File: config.mk
export PLATFORM = sky130hd
export DESIGN_NAME = alu_issue_ctrl_flat
export DESIGN_NICKNAME = d
export VERILOG_FILES = /design/src/rtl/alu_issue_ctrl_if.sv /design/src/rtl/alu_issue_ctrl.sv /design/src/flat_wrapper.sv
export SDC_FILE = /design/constraint.sdc
export NUM_CORES = 1
export LEC_CHECK = 0
export BUFFER_PORTS_ARGS = -buffer_cell sky130_fd_sc_hd__buf_2
export CAP_MARGIN = 30
export CELL_PAD_IN_SITES_DETAIL_PLACEMENT = 1
export CELL_PAD_IN_SITES_GLOBAL_PLACEMENT = 1
export CORE_MARGIN = 2
export CORE_UTILIZATION = 45
export CTS_BUF_LIST = sky130_fd_sc_hd__clkbuf_4 sky130_fd_sc_hd__clkbuf_8
export CTS_CLUSTER_SIZE = 40
export DETAILED_ROUTE_END_ITERATION = 8
export PLACE_DENSITY_LB_ADDON = 0.1
export SLEW_MARGIN = 20
export SYNTH_ARGS = -nofsm -noshare
export SYNTH_HDL_FRONTEND = slang
export SYNTH_SLANG_ARGS = --single-unit
File: constraint.sdc
create_clock -name clk -period 3.38 [get_ports clk]
set_clock_uncertainty 0.05 [all_clocks]
set_input_delay 0.676 -clock clk [delete_from_list [all_inputs] [get_ports clk]]
set_output_delay 0.676 -clock clk [all_outputs]
set_load 0.02 [all_outputs]
File: src/rtl/alu_issue_ctrl_if.sv
// Instruction issue and writeback bundle for alu_issue_ctrl.
//   master : instruction source; drives in_*, observes in_ready and wb_*
//   slave  : the controller; accepts in_*, drives in_ready and wb_*
// Ports carried:
//   in_valid/in_ready handshake, in_load, in_op[2:0], in_rd/in_rs1/in_rs2[AW],
//   in_imm[DW], wb_valid, wb_rd[AW], wb_data[DW], wb_ext
interface alu_issue_ctrl_if #(
  parameter int AW = 2,
  parameter int DW = 4
);
  logic          in_valid;
  logic          in_ready;
  logic          in_load;
  logic [2:0]    in_op;
  logic [AW-1:0] in_rd;
  logic [AW-1:0] in_rs1;
  logic [AW-1:0] in_rs2;
  logic [DW-1:0] in_imm;

  logic          wb_valid;
  logic [AW-1:0] wb_rd;
  logic [DW-1:0] wb_data;
  logic          wb_ext;

  modport master (
    output in_valid, in_load, in_op, in_rd, in_rs1, in_rs2, in_imm,
    input  in_ready, wb_valid, wb_rd, wb_data, wb_ext
  );

  modport slave (
    input  in_valid, in_load, in_op, in_rd, in_rs1, in_rs2, in_imm,
    output in_ready, wb_valid, wb_rd, wb_data, wb_ext
  );
endinterface

File: src/rtl/alu_issue_ctrl.sv
// Issue/writeback controller around an external 4-bit combinational ALU.
// Holds a small operand register file, accepts register-addressed
// instructions, registers operands/opcode into the ALU, captures the
// (DW+1)-bit result one cycle later and writes it back.
// Ports:
//   clk, rst         : clock, async active-high reset
//   bus (slave)      : instruction handshake and writeback strobe
//   alu_a, alu_b     : registered operands to the ALU
//   alu_opcode       : registered opcode to the ALU
//   alu_result       : combinational ALU result
//   busy             : controller not idle
//   retired          : wrapping count of completed instructions
//
// state | meaning
// IDLE  | ready for an instruction; operands are read here
// EXEC  | ALU inputs stable; result captured at the end of the cycle
// WB    | register write, wb_valid asserted next cycle, retired++
module alu_issue_ctrl #(
  parameter int NREG = 4,
  parameter int AW   = 2,
  parameter int DW   = 4,
  parameter int CW   = 8
) (
  input  logic          clk,
  input  logic          rst,
  alu_issue_ctrl_if.slave bus,
  output logic [DW-1:0] alu_a,
  output logic [DW-1:0] alu_b,
  output logic [2:0]    alu_opcode,
  input  logic [DW:0]   alu_result,
  output logic          busy,
  output logic [CW-1:0] retired
);

  typedef enum logic [1:0] {IDLE, EXEC, WB} state_t;

  state_t        state_q;
  state_t        state_d;
  logic          accept;
  logic [DW-1:0] regs [NREG];
  logic [AW-1:0] rd_q;
  logic [DW:0]   res_q;

  always_ff @(posedge clk or posedge rst) begin
    if (rst) state_q <= IDLE;
    else     state_q <= state_d;
  end

  always_comb begin
    state_d = state_q;
    accept  = 1'b0;
    case (state_q)
      IDLE: begin
        if (bus.in_valid) begin
          accept  = 1'b1;
          // loads need no ALU pass, so they skip EXEC
          state_d = bus.in_load ? WB : EXEC;
        end
      end
      EXEC:    state_d = WB;
      WB:      state_d = IDLE;
      default: state_d = IDLE;
    endcase
  end

  assign bus.in_ready = (state_q == IDLE);
  assign busy         = (state_q != IDLE);

  always_ff @(posedge clk or posedge rst) begin
    if (rst) begin
      for (int i = 0; i < NREG; i++) regs[i] <= '0;
      alu_a        <= '0;
      alu_b        <= '0;
      alu_opcode   <= '0;
      rd_q         <= '0;
      res_q        <= '0;
      bus.wb_valid <= 1'b0;
      bus.wb_rd    <= '0;
      bus.wb_data  <= '0;
      bus.wb_ext   <= 1'b0;
      retired      <= '0;
    end else begin
      bus.wb_valid <= 1'b0;

      if (accept) begin
        rd_q <= bus.in_rd;
        if (bus.in_load) begin
          res_q <= {1'b0, bus.in_imm};
        end else begin
          alu_a      <= regs[bus.in_rs1];
          alu_b      <= regs[bus.in_rs2];
          alu_opcode <= bus.in_op;
        end
      end

      if (state_q == EXEC) res_q <= alu_result;

      // The write lands on the same edge that returns to IDLE, so the next
      // instruction's operand read already sees it.
      if (state_q == WB) begin
        regs[rd_q]   <= res_q[DW-1:0];
        bus.wb_valid <= 1'b1;
        bus.wb_rd    <= rd_q;
        bus.wb_data  <= res_q[DW-1:0];
        bus.wb_ext   <= res_q[DW];
        retired      <= retired + CW'(1);
      end
    end
  end

endmodule

File: src/flat_wrapper.sv
// flat-port wrapper written by rule: the top's interface ports become plain ports
module alu_issue_ctrl_flat 
#(
  parameter int NREG = 4,
  parameter int AW   = 2,
  parameter int DW   = 4,
  parameter int CW   = 8
)
  (clk, rst, alu_a, alu_b, alu_opcode, alu_result, busy, retired, bus_in_valid, bus_in_load, bus_in_op, bus_in_rd, bus_in_rs1, bus_in_rs2, bus_in_imm, bus_in_ready, bus_wb_valid, bus_wb_rd, bus_wb_data, bus_wb_ext);
  alu_issue_ctrl_if #(.AW(AW), .DW(DW)) bus_i ();
  input  logic clk;
  input  logic rst;
  output logic [DW-1:0] alu_a;
  output logic [DW-1:0] alu_b;
  output logic [2:0] alu_opcode;
  input  logic [DW:0] alu_result;
  output logic busy;
  output logic [CW-1:0] retired;
  input wire logic [$bits(bus_i.in_valid)-1:0] bus_in_valid;
  input wire logic [$bits(bus_i.in_load)-1:0] bus_in_load;
  input wire logic [$bits(bus_i.in_op)-1:0] bus_in_op;
  input wire logic [$bits(bus_i.in_rd)-1:0] bus_in_rd;
  input wire logic [$bits(bus_i.in_rs1)-1:0] bus_in_rs1;
  input wire logic [$bits(bus_i.in_rs2)-1:0] bus_in_rs2;
  input wire logic [$bits(bus_i.in_imm)-1:0] bus_in_imm;
  output wire logic [$bits(bus_i.in_ready)-1:0] bus_in_ready;
  output wire logic [$bits(bus_i.wb_valid)-1:0] bus_wb_valid;
  output wire logic [$bits(bus_i.wb_rd)-1:0] bus_wb_rd;
  output wire logic [$bits(bus_i.wb_data)-1:0] bus_wb_data;
  output wire logic [$bits(bus_i.wb_ext)-1:0] bus_wb_ext;
  assign bus_i.in_valid = bus_in_valid;
  assign bus_i.in_load = bus_in_load;
  assign bus_i.in_op = bus_in_op;
  assign bus_i.in_rd = bus_in_rd;
  assign bus_i.in_rs1 = bus_in_rs1;
  assign bus_i.in_rs2 = bus_in_rs2;
  assign bus_i.in_imm = bus_in_imm;
  assign bus_in_ready = bus_i.in_ready;
  assign bus_wb_valid = bus_i.wb_valid;
  assign bus_wb_rd = bus_i.wb_rd;
  assign bus_wb_data = bus_i.wb_data;
  assign bus_wb_ext = bus_i.wb_ext;
  alu_issue_ctrl #(.NREG(NREG), .AW(AW), .DW(DW), .CW(CW)) u_core (.clk(clk), .rst(rst), .bus(bus_i), .alu_a(alu_a), .alu_b(alu_b), .alu_opcode(alu_opcode), .alu_result(alu_result), .busy(busy), .retired(retired));
endmodule
==> reports/qor_table.md <==
| Result | Reported | Unit |
| --- | --- | --- |
| Cell area after technology mapping | 2240 | um^2 |
| Total I/O pin count | 51 | - |
| Core Area | 4750 | um^2 |
| Setup repair after global routing missed its margin | no | - |
| Number of synthesized flops with an enable pin | 0 | - |
| Clock latency of the later-clocked register in the worst-skew pair | 0.30 | ns |
| Part of the cycle the worst path needs | 57.0 | % |
| Synth Warn # | 0 | - |
| Row count | 25 | - |
| Multi-input gate area in the final layout | 910 | um^2 |
| Reg2Reg Launch Point | u_core.state_q[0] | - |
| Clock period minus final worst setup slack | 1.93 | ns |
| Number of non-filler instances in the completed layout | 280 | - |
| Total negative setup slack | 0 | ns |
| Status | finished, final reports clean | - |
| Starting density of the core | 47.1 | % |
| CTS sink cnt | 52 | - |
| Detailed-routing iteration count for the pre-antenna-repair pass | 4 | - |
| Total power density per cell area | 781 | nW/um^2 |
| Maximum net fanout on the critical path | 8 | - |
| Vertical extent of the die | 74.5 | um |
| Via/cell ratio | 5.14 | - |
| Required time at the worst-slack endpoint | 2.65 | ns |
| Mean area per synthesized cell | 14.3 | um^2 |
| Endpoint of the lowest-slack register-to-register path | u_core.regs[0] | - |
| Number of slew-limit violations in the final report | 0 | - |
| Number of inserted filler cells in the final layout | 508 | - |
| CTS tree | yes | - |
| Buffers added on ports | 50 | - |
| Register area share after synthesis | 58.1 | % |
| Core occupancy in the finished layout | 56.1 | % |
| Die footprint | 5560 | um^2 |
| Number of distinct library cell variants in the gate-level netlist after synthesis | 23 | - |
| Post-layout nets | 236 | - |
| Class of the tightest hold or removal check | in -> async | - |
| Clock-pin slew on the worst setup and hold paths | 0.09 | ns |
| DRC violations left | 0 | - |
| Count of final setup violators | 0 | - |
| Critical path arrival | 1.20 | ns |
| Total of cells resized after clock tree synthesis | 0 | - |
| Via Count | 1438 | - |
| Syn nets | 180 | - |
| Kind of end point of the critical path | output port | - |
| Global route total overflow | 0 | - |
| Standby leakage power | 1.27 | nW |
| Width of the die | 74.5 | um |
| Clock root buffer master | sky130_fd_sc_hd__clkbuf_8 | - |
| Share of flip-flops with an asynchronous set or reset | 100 | % |
| Number of storage elements in the synthesis netlist | 52 | - |
| Most used flip-flop cell after synthesis | sky130_fd_sc_hd__dfrtp_1 | - |
| Max-capacitance violation count | 0 | - |
| Vias in the first global route | 1527 | - |
| Routed WL per cell | 17.0 | um |
| FF/Latch Area | 1300 | um^2 |
| Setup repair bufs after CTS | 0 | - |
| FF-to-FF setup slack | 1.52 | ns |
| Wirelength, routed | 4750 | um |
| Max-slew headroom | 69.4 | % |
| H-tree Lvls | 2 | - |
| Path depth of the worst reg2reg path | 4 | - |
| Number of inserted diodes | 0 | - |
| Drt first-iter violations | 85 | - |
| Hold Violations, Final | 0 | - |
| Total power after layout | 2.08 | mW |
| Dpl hpwl | 3750 | um |
| Number of antenna violations at the first check in global routing | 0 | - |
| Number of placed cells counting well taps | 273 | - |
| Final weighted congestion in routability-driven placement | 0.767 | - |
| Number of hold-repair buffers added at the cts stage | 0 | - |
| Max VDD drop | 0.269 | mV |
| Area grow syn2layout | 19.0 | % |
| Cell count after synthesis | 157 | - |
| Share of post-route cells with drive strength above 1 | 51.2 | % |
| Final ANT Viol Nets | 0 | - |
| Overall global routing resource usage | 19.3 | % |
| Highest achievable clock rate | 519 | MHz |
| Total clock buffers created by CTS | 5 | - |
| Critical path launch point type | flip-flop | - |
| Pin count of the biggest net entering global routing | 33 | - |
| Deepest clock path buffer count | 2 | - |
| Transition time at the pin with the least slew margin | 0.458 | ns |
| Wire length of the first global-routing pass | 7920 | um |
| Worst Path Class, Setup | reg -> out | - |
-- cells in the final DEF, fill, tap and decap left out --
master and n:
sky130_fd_sc_hd__nand2b_2 1, sky130_fd_sc_hd__ha_1 1, sky130_fd_sc_hd__mux2_1 1, sky130_fd_sc_hd__clkbuf_8 5, sky130_fd_sc_hd__a21oi_1 1, sky130_fd_sc_hd__and4b_1 1, sky130_fd_sc_hd__nand3b_1 1, sky130_fd_sc_hd__nand4_1 3
sky130_fd_sc_hd__inv_1 2, sky130_fd_sc_hd__buf_2 50, sky130_fd_sc_hd__dfrtp_1 52, sky130_fd_sc_hd__clkinv_2 1, sky130_fd_sc_hd__inv_2 1, sky130_fd_sc_hd__nor2b_2 1, sky130_fd_sc_hd__nor3b_2 1, sky130_fd_sc_hd__xnor2_1 7
sky130_fd_sc_hd__nand3_1 1, sky130_fd_sc_hd__clkbuf_4 1, sky130_fd_sc_hd__nor3_4 1, sky130_fd_sc_hd__buf_4 1, sky130_fd_sc_hd__mux4_2 8, sky130_fd_sc_hd__o21ai_0 1, sky130_fd_sc_hd__buf_12 1, sky130_fd_sc_hd__nor4b_2 1
sky130_fd_sc_hd__nor2_1 3, sky130_fd_sc_hd__and3_1 1, sky130_fd_sc_hd__nand2_1 29, sky130_fd_sc_hd__mux2_2 36
-- logic make-up (layout without fill, tap and decap cells) --
kind of cell / after synthesis / count (layout) / share of synthesized area [%]
AO/OA/AOI/OAI: 2 / 2 / 0.446
XOR/XNOR: 7 / 7 / 2.74
adder cells (fa/ha/maj): 1 / 1 / 0.559
buffers and inverters: 6 / 62 / 1.29
flip-flops: 52 / 52 / 58.1
multiplexers: 45 / 45 / 26.6
AND/OR/NAND/NOR: 44 / 44 / 10.2
-- registers in the layout (all words and copies together), names as in the netlist --
register             cells
u_core.bus.wb_data       4
u_core.rd_q              2
u_core.bus.wb_ext        1
u_core.state_q           2
u_core.bus.wb_rd         2
u_core.alu_b             4
u_core.bus.wb_valid      1
u_core.regs             16
u_core.res_q             5
u_core.alu_opcode        3
u_core.retired           8
u_core.alu_a             4
-- critical path, cell delays in order (launching register included) --
cell and delay (ns):
sky130_fd_sc_hd__dfrtp_1 0.48, sky130_fd_sc_hd__nor2_1 0.20, sky130_fd_sc_hd__inv_1 0.06, sky130_fd_sc_hd__buf_2 0.16
-- through the flow --
step / setup slack, ns / hold slack, ns / cell area, um^2
4_1_cts: 1.44 / 0.337 / 2670
2_1_floorplan: 1.40 / 0.382 / 2240
5_1_grt: 1.37 / 0.348 / 2670
3_5_place_dp: 1.51 / 0.421 / 2580
3_3_place_gp: 1.59 / 0.407 / 2560
6_report: 1.45 / 0.325 / 2670
-- power by group --
| group | internal [mW] | switching [mW] | leakage, nW |
|---|---|---|---|
| clock network | 0.149 | 0.187 | 0.0445 |
| registers | 0.852 | 0.206 | 0.641 |
| logic | 0.346 | 0.341 | 0.585 |
-- cell type report --
cell class | instances | share of cell area [%]
clock inverter | 1 | 0.188
multi-input combinational | 99 | 34.1
inverter | 3 | 0.423
timing repair buffer | 52 | 10.4
clock buffer | 6 | 2.86
tap | 67 | 3.15
sequential | 52 | 48.8
-- how the worst max path moves through the flow --
| stage | from | to | slack, ns | cells past startpoint |
|---|---|---|---|---|
| after detailed placement | u_core.state_q[0] | u_core.regs[0] | 1.51 | 4 |
| after floorplan | rst | u_core.alu_a[0] | 1.40 | 1 |
| final | u_core.state_q[1] | busy | 1.45 | 3 |
| after CTS | u_core.state_q[1] | busy | 1.44 | 3 |
| after global routing | u_core.state_q[1] | busy | 1.37 | 3 |
| after global placement | bus_in_load | u_core.alu_a[0] | 1.59 | 4 |
-- layer usage --
metal	track usage [%]	part of all wire, %	vias to the layer above
li1	-	-	665
met1	24.8	42	734
met2	33.4	52	33
met3	4.07	3.9	6
met4	4.76	1.2	0
met5	0	0	-
-- cell usage after synthesis (2+ instances only) --
| cell type | count | area (um^2) |
|---|---|---|
| sky130_fd_sc_hd__xnor2_1 | 7 | 61.3 |
| sky130_fd_sc_hd__mux2_2 | 36 | 405 |
| sky130_fd_sc_hd__dfrtp_1 | 52 | 1300 |
| sky130_fd_sc_hd__nand4_1 | 3 | 18.8 |
| sky130_fd_sc_hd__nand2_1 | 29 | 109 |
| sky130_fd_sc_hd__nor2_1 | 3 | 11.3 |
| sky130_fd_sc_hd__inv_1 | 3 | 11.3 |
| sky130_fd_sc_hd__buf_2 | 2 | 10.0 |
| sky130_fd_sc_hd__mux4_2 | 8 | 180 |
Note: power is estimated with default switching activity, not from simulation.
